## src/rtl/rv_imm_pkg.sv

```systemverilog
// rtl/rv_imm_pkg.sv - shared formats, opcodes and helpers for the immediate generator
package rv_imm_pkg;

    localparam int FMT_W = 3;

    typedef enum logic [FMT_W-1:0] {
        FMT_NONE = 3'd0,
        FMT_I    = 3'd1,
        FMT_S    = 3'd2,
        FMT_B    = 3'd3,
        FMT_U    = 3'd4,
        FMT_J    = 3'd5,
        FMT_Z    = 3'd6
    } imm_fmt_t;

    localparam logic [6:0] OP_LUI    = 7'b0110111;
    localparam logic [6:0] OP_AUIPC  = 7'b0010111;
    localparam logic [6:0] OP_JAL    = 7'b1101111;
    localparam logic [6:0] OP_JALR   = 7'b1100111;
    localparam logic [6:0] OP_LOAD   = 7'b0000011;
    localparam logic [6:0] OP_IMM    = 7'b0010011;
    localparam logic [6:0] OP_IMM_32 = 7'b0011011;
    localparam logic [6:0] OP_STORE  = 7'b0100011;
    localparam logic [6:0] OP_BRANCH = 7'b1100011;
    localparam logic [6:0] OP_SYSTEM = 7'b1110011;

    // CSR-immediate variants (csrrwi/csrrsi/csrrci) are the SYSTEM ops with funct3[2] set
    function automatic logic is_csr_imm(input logic [31:0] instr);
        return (instr[6:0] == OP_SYSTEM) && instr[14];
    endfunction

endpackage

```

## src/rtl/imm_decode.sv

```systemverilog
// rtl/imm_decode.sv - combinational opcode-to-format decode and immediate assembly (CSR uimm under IMM_CSR_EN)
module imm_decode
    import rv_imm_pkg::*;
#(
    parameter int XLEN = 32
) (
    input  logic [31:0]     instr,
    output imm_fmt_t        fmt,
    output logic [XLEN-1:0] imm
);

    logic [31:0] imm32;
    logic        zext;

    // Pick the format from the opcode and gather the raw immediate bits into a 32-bit word
    always_comb begin
        fmt   = FMT_NONE;
        imm32 = 32'd0;
        zext  = 1'b0;
        unique case (instr[6:0])
            OP_LUI, OP_AUIPC: begin
                fmt   = FMT_U;
                imm32 = {instr[31:12], 12'b0};
            end
            OP_JAL: begin
                fmt   = FMT_J;
                imm32 = {{12{instr[31]}}, instr[19:12], instr[20], instr[30:21], 1'b0};
            end
            OP_JALR, OP_LOAD, OP_IMM, OP_IMM_32: begin
                fmt   = FMT_I;
                imm32 = {{20{instr[31]}}, instr[31:20]};
            end
            OP_STORE: begin
                fmt   = FMT_S;
                imm32 = {{20{instr[31]}}, instr[31:25], instr[11:7]};
            end
            OP_BRANCH: begin
                fmt   = FMT_B;
                imm32 = {{20{instr[31]}}, instr[7], instr[30:25], instr[11:8], 1'b0};
            end
`ifdef IMM_CSR_EN
            OP_SYSTEM: begin
                if (is_csr_imm(instr)) begin
                    fmt   = FMT_Z;
                    imm32 = {27'd0, instr[19:15]};
                    zext  = 1'b1;
                end
            end
`endif
            default: begin
                fmt   = FMT_NONE;
                imm32 = 32'd0;
            end
        endcase
    end

    // Widen to XLEN: instr[31] is the sign for every format except the zero-extended CSR uimm
    always_comb begin
        if (zext) begin
            imm = XLEN'(imm32);
        end else begin
            imm = XLEN'($signed(imm32));
        end
    end

endmodule

```

## src/rtl/imm_gen_pipe.sv

```systemverilog
// rtl/imm_gen_pipe.sv - registered immediate generator with skid buffer and tag side-band (optional IMM_CSR_EN)
module imm_gen_pipe
    import rv_imm_pkg::*;
#(
    parameter int XLEN  = 32,
    parameter int TAG_W = 32
) (
    input  logic             clk,
    input  logic             rst_n,
    input  logic             flush,
    input  logic             in_valid,
    output logic             in_ready,
    input  logic [31:0]      in_instr,
    input  logic [TAG_W-1:0] in_tag,
    output logic             out_valid,
    input  logic             out_ready,
    output logic [XLEN-1:0]  out_imm,
    output logic [2:0]       out_fmt,
    output logic [TAG_W-1:0] out_tag
);

    imm_fmt_t        dec_fmt;
    logic [XLEN-1:0] dec_imm;

    imm_decode #(
        .XLEN (XLEN)
    ) u_decode (
        .instr (in_instr),
        .fmt   (dec_fmt),
        .imm   (dec_imm)
    );

    logic             out_valid_q, out_valid_d;
    logic [XLEN-1:0]  out_imm_q,   out_imm_d;
    imm_fmt_t         out_fmt_q,   out_fmt_d;
    logic [TAG_W-1:0] out_tag_q,   out_tag_d;

    logic             skid_valid_q, skid_valid_d;
    logic [XLEN-1:0]  skid_imm_q,   skid_imm_d;
    imm_fmt_t         skid_fmt_q,   skid_fmt_d;
    logic [TAG_W-1:0] skid_tag_q,   skid_tag_d;

    logic accept;
    logic out_free;

    // Ready depends only on the registered skid state; held low while reset is asserted
    assign in_ready  = rst_n & ~skid_valid_q;
    assign accept    = in_valid & in_ready;
    assign out_free  = ~out_valid_q | out_ready;

    assign out_valid = out_valid_q;
    assign out_imm   = out_imm_q;
    assign out_fmt   = out_fmt_q;
    assign out_tag   = out_tag_q;

    // Next-state for the output stage and the skid entry; flush drops everything
    always_comb begin
        out_valid_d  = out_valid_q;
        out_imm_d    = out_imm_q;
        out_fmt_d    = out_fmt_q;
        out_tag_d    = out_tag_q;
        skid_valid_d = skid_valid_q;
        skid_imm_d   = skid_imm_q;
        skid_fmt_d   = skid_fmt_q;
        skid_tag_d   = skid_tag_q;

        if (flush) begin
            out_valid_d  = 1'b0;
            skid_valid_d = 1'b0;
        end else if (out_free) begin
            if (skid_valid_q) begin
                // Older skid entry goes first; no accept is possible while it is full
                out_valid_d  = 1'b1;
                out_imm_d    = skid_imm_q;
                out_fmt_d    = skid_fmt_q;
                out_tag_d    = skid_tag_q;
                skid_valid_d = 1'b0;
            end else if (accept) begin
                out_valid_d = 1'b1;
                out_imm_d   = dec_imm;
                out_fmt_d   = dec_fmt;
                out_tag_d   = in_tag;
            end else begin
                out_valid_d = 1'b0;
            end
        end else if (accept) begin
            // Output is stalled: park the new entry in the skid register
            skid_valid_d = 1'b1;
            skid_imm_d   = dec_imm;
            skid_fmt_d   = dec_fmt;
            skid_tag_d   = in_tag;
        end
    end

    // State registers with synchronous active-low reset
    always_ff @(posedge clk) begin
        if (!rst_n) begin
            out_valid_q  <= 1'b0;
            out_imm_q    <= '0;
            out_fmt_q    <= FMT_NONE;
            out_tag_q    <= '0;
            skid_valid_q <= 1'b0;
            skid_imm_q   <= '0;
            skid_fmt_q   <= FMT_NONE;
            skid_tag_q   <= '0;
        end else begin
            out_valid_q  <= out_valid_d;
            out_imm_q    <= out_imm_d;
            out_fmt_q    <= out_fmt_d;
            out_tag_q    <= out_tag_d;
            skid_valid_q <= skid_valid_d;
            skid_imm_q   <= skid_imm_d;
            skid_fmt_q   <= skid_fmt_d;
            skid_tag_q   <= skid_tag_d;
        end
    end

endmodule

```

## config.mk

```make
export PLATFORM = sky130hd
export DESIGN_NAME = imm_gen_pipe
export DESIGN_NICKNAME = d
export VERILOG_FILES = /design/src/rtl/rv_imm_pkg.sv /design/src/rtl/imm_decode.sv /design/src/rtl/imm_gen_pipe.sv
export SDC_FILE = /design/constraint.sdc
export NUM_CORES = 1
export LEC_CHECK = 0
export BUFFER_PORTS_ARGS = -buffer_cell sky130_fd_sc_hd__buf_2
export CAP_MARGIN = 20
export CORE_AREA = 5 5 111 113
export CTS_CLUSTER_DIAMETER = 120
export DETAILED_ROUTE_END_ITERATION = 7
export DIE_AREA = 0 0 116 118
export PLACE_DENSITY = 0.8
export SLEW_MARGIN = 10
export SYNTH_ARGS = -nofsm -noshare
export SYNTH_HDL_FRONTEND = slang
export SYNTH_SLANG_ARGS = --single-unit
```

## constraint.sdc

```tcl
create_clock -name clk -period 2.09 [get_ports clk]
set_input_delay 0.1045 -clock clk [delete_from_list [all_inputs] [get_ports clk]]
set_output_delay 0.1045 -clock clk [all_outputs]
set_load 0.02 [all_outputs]
```

; Yosys cells after proc, flatten, opt, wreduce, memory -nomap -nowiden
; Cells that the tools add are included.
[totals]
reg_bits = 136
latch_bits = 0
ramBits = 0
mem_bits_ro = 0
input_bits = 69
output_inout_bits = 69
memories = 0
[classes]
n_addsub = 0
mul = 0
div = 0
order_cmp = 0
n_eq_ne = 9
n_shift = 0
mux = 10
n_bitwise = 8
n_reduce_logical = 7
[ops]
columns = op, count
row1 = one-hot mux 32 bit (5 select lines), 1
row2 = two-way mux 32 bit, 4
row3 = equality test 7 x 5 -> 1 bit (second input constant), 3
row4 = equality test 7 bit (second input constant), 3
row5 = one-hot mux 3 bit (5 select lines), 1
row6 = equality test 7 x 6 -> 1 bit (second input constant), 2
row7 = equality test 7 x 2 -> 1 bit (second input constant), 1
row8 = two-way mux 3 bit, 2
row9 = AND reduction 3 bit, 2
row10 = inverter 1 bit, 5
row11 = OR reduction 2 bit, 2
row12 = OR reduction 4 bit, 1
row13 = OR reduction 3 bit, 1
row14 = AND 1 bit, 2
row15 = two-way mux 1 bit, 2
row16 = nonzero test 2 bit, 1
row17 = OR 1 bit, 1

; Logic depth before layout (Yosys ltp)
[depth]
depth_word = 5
mapped_depth = 7

; Hierarchy
; Synthesis repeated with hierarchy kept, for this count alone.
[hier_totals]
cells_unflattened = 747
hier_area_um2 = 6468.7
[modules_own_cells]
columns = module, instances, cells_each, area_each_um2, seq_area_each_um2
row1 = imm_gen_pipe, 1, 680, 5969.5, 2722.6
row2 = imm_decode, 1, 67, 499.2, 0.0

; Worst setup path after synthesis
; No wires, ideal clock.
[synth_timing]
kind = register to register
start = register out_valid_q, in the netlist out_valid
end = register skid_imm_q[10]
setup_time_ns = 0.137
t_arrival_ns = 1.467
path_slack_ns = 0.486
stages_incl_launch_ff = 7
path_buffers = 2
synth_period_minus_slack_ns = 1.604
path_cell_list = dfxtp_1 -> nand2b_1 -> or3_1 -> buf_2 -> buf_2 -> nand2_1 -> a21oi_1
[synth_via]
elab_chain_cells = 4
[synth_lines]
columns = element, line
row1 = from (decl), imm_gen_pipe.sv:33  ; logic out_valid_q, out_valid_d;
row2 = from (signal assigned), imm_gen_pipe.sv:107  ; out_valid_q <= out_valid_d;
row3 = inverter 1 bit, imm_gen_pipe.sv:49  ; assign out_free = ~out_valid_q | out_ready;
row4 = OR 1 bit, imm_gen_pipe.sv:49
row5 = inverter 1 bit (no line), --
row6 = AND reduction 3 bit (no line), --
row7 = to (signal assigned), imm_gen_pipe.sv:112  ; skid_imm_q <= skid_imm_d;
row8 = to (decl), imm_gen_pipe.sv:39  ; logic [XLEN-1:0] skid_imm_q, skid_imm_d;
; No other way between the ends.
; A chain may end at the register's enable or synchronous reset.

; Final worst setup path
[layout_timing]
start = register skid_valid_q
end = output port in_ready
[layout_via]
elab_chain_cells = 2
[layout_lines]
columns = element, line
row1 = from (decl), imm_gen_pipe.sv:38  ; logic skid_valid_q, skid_valid_d;
row2 = from (signal assigned), imm_gen_pipe.sv:111  ; skid_valid_q <= skid_valid_d;
row3 = inverter 1 bit, imm_gen_pipe.sv:47  ; assign in_ready = rst_n & ~skid_valid_q;
row4 = AND 1 bit, imm_gen_pipe.sv:47
row5 = to (decl), imm_gen_pipe.sv:12  ; output logic in_ready,
; No other way between the ends.

==> results.yml <==
clocking:
  cts_tree: "done"
  cts.path.max_buffers: 2
  cts_buffers: 17
  clkSlewWorstSetupHoldPaths_ns: 0.06
  clock_latency_ns: 0.41
  h-tree-depth: 4
  cts-root-buf: "clkbuf_16"
  cts.sinks: 136
worst_setup_path:
  crit_required_ns: 1.99
  critPathMaxFanout: 77
  worstReg2RegStart: "out_valid$_SDFFE_PP0P_"
  cp.arrival_ns: 1.86
  cpMaxStageDelayCell: "buf_4"
  cp_num_buf_inv: 2
  crit_path_end_kind: "output pin"
  path_cells: "buf_4 > nor2b_1 > buf_2"
  worst_setup_path_start_kind: "flip-flop"
  path_class: "flip-flop to output pin"
  startpoint: "skid_valid_q$_SDFFE_PP0P_"
  max_stage_delay_ns: 0.80
  cp_top_family: "buffers and inverters"
power_and_ir_drop:
  vdd_ir_drop_max_mv: 0.660
  p_leak_uw: 0.00339
  p_per_area_nw_per_um2: 836
synthesis:
  yosys-top-cells-area: "dfxtp_1 46%, nand2_1 9.2%, mux2i_1 5.9%"
  yosysTopAreaCellShare: 0.462
  seq_area_frac_synth: 0.462
  syn-num-nets: 746
  syn_avg_cell_area_um2: 8.70
  synthCells: 677
  ys_ff_latch: 136
  synth_flop_cell: "dfxtp_1"
  netlist_area_um2: 5890
  synth_top_cell_by_area: "dfxtp_1"
  yosysWarningCount: 0
  synth_edf_count: 0
  synthArstFlopShare: 0
  netlist-cell-type-count: 40
min_path:
  min_from: "in_instr[20]"
  min_path_type: "primary input to flip-flop"
die:
  io_pins: 138
  coreArea_um2: 11200
  die_area_um2: 13700
  die-height_um: 118
  row_count: 39
  die_w_um: 116
  start_util: 0.525
route:
  vias: 5527
  ant_nets: 0
  remaining_drc_errors: 0
  first_pass_iters: 5
  drt_iter0_drc: 565
  wire_per_inst_um: 16.3
  drt_wl_total_mm: 16.1
  vias_per_cell: 5.58
sta:
  rsz0062_at_grt: "false"
  setup_violations: 0
  hold_viol: 0
  slew_headroom: 0.302
  fin_ws_ns: 0.125
  tightest_slew_ns: 1.05
  clock_skew_ns: 0.00526
  report.final.slew_viol_count: 0
  fin_setup_tns_ns: 0
  max_clock_freq_ghz: 0.509
  fin_crit_ns: 1.97
  whs_ns: 0.0448
  period_share: 0.940
place:
  dp.final_hpwl_mm: 10.4
  post_dp_cell_area_um2: 6630
  preCtsSetupSlack_ns: 0.245
  gp_congestion: 0.882
  io_buffer_count: 137
final_layout:
  drive_gt1_frac: 0.225
  final_nets: 904
  final_common_cell: "nand2_1"
  multi_input_area_um2: 2890
  n_antenna_cell: 0
  seq_area_um2: 2730
  final_cell_area_um2: 7770
  mostFrequentLayoutCells: "145 x nand2_1, 136 x buf_2, 135 x dfxtp_1"
  nFillCells: 880
  area_delta_synth_final_pct: 31.9
global_route:
  antenna_found_initial: 0
  grt.overflow.total: 0
  grt_start_max_net_pins: 95
  grt_pass1_vias: 5432
  grt_pass1_wl_mm: 26.3
  grt_util_all_layers: 0.237
job:
  max_cap_violations: 0
run_status:
  run_status: "completed"
==> cell type report <==
type	count	share of cell area
multi-input combinational	474	0.372
sequential	136	0.351
timing repair buffer	199	0.168
clock buffer	24	0.0646
tap	143	0.0230
clock inverter	8	0.0180
inverter	7	0.00338
==> flip-flops by register name, indices dropped and copies added, names as in the netlist <==
| name | flops |
|---|---|
| skid_valid_q | 1 |
| skid_imm_q | 32 |
| out_imm | 32 |
| out_tag | 32 |
| skid_tag_q | 32 |
| skid_fmt_q | 3 |
| out_fmt | 3 |
| out_valid | 1 |
==> metrics by stage <==
stage,power [uW],instances,utilization
6_report,6500,991,0.692
5_1_grt,6710,991,0.692
4_1_cts,6550,991,0.692
3_5_place_dp,3280,909,0.591
3_3_place_gp,3260,909,0.591
2_1_floorplan,3070,677,-
==> cell families after synthesis <==
kind of cell,Yosys count,synth area share
AOI/OAI and AO/OA,219,0.253
buffers and inverters,67,0.0493
DFF,136,0.462
muxes,35,0.0595
and+or+nand+nor,220,0.176
==> worst register-to-register path: cells and delay by family (launching register included) <==
kind            cells  cell delay, ns
flops               1            0.34
compound gates      1            0.13
simple gates        3            1.25
==> report_power, final <==
group          switching, uW  internal (uW)  leakage, uW
combinational            334            261      0.00197
sequential              38.9           2660      0.00110
clock                   1050           2150     0.000320
==> cell usage after synthesis (2+ instances only) <==
cell,instances
and3_1,2
o211ai_1,22
inv_1,7
nand3b_1,21
nand3_1,7
nor3_2,2
nor2b_1,11
nand2b_1,7
dfxtp_1,136
o2bb2ai_1,5
o211a_1,34
mux2i_1,35
or3_1,2
buf_2,28
o21ai_1,14
a211oi_1,3
nor2_2,3
clkbuf_1,30
and3b_1,2
nor3_1,3
a31oi_1,8
o21ai_0,31
nand2_1,145
a21boi_1,34
a22oi_1,5
a21oi_1,58
nor2_1,9
==> path summary, 6_finish.rpt <==
| check | end | slack (ns) | cells past startpoint |
|---|---|---|---|
| setup reg to reg | skid_imm_q[27]$_SDFFE_PN0P_ | 0.23 | 4 |
| hold / removal | skid_imm_q[20]$_SDFFE_PN0P_ | 0.04 | 3 |
| hold reg to reg | skid_tag_q[31]$_SDFFE_PN0P_ | 0.45 | 2 |
| setup / recovery | in_ready | 0.12 | 3 |
==> metal layers <==
metal,track usage,wire [um]
met1,0.285,6710
met5,0,0
met3,0.0566,911
met2,0.397,8110
met4,0.105,409
==> timing repair <==
item | 4_1_cts | 5_1_grt
hold endpoints to repair | 73 | 0
hold buffers | 50 | 0
resized for setup | 0 | 0
setup buffers | 0 | 0
(Power assumes the default switching activity.)
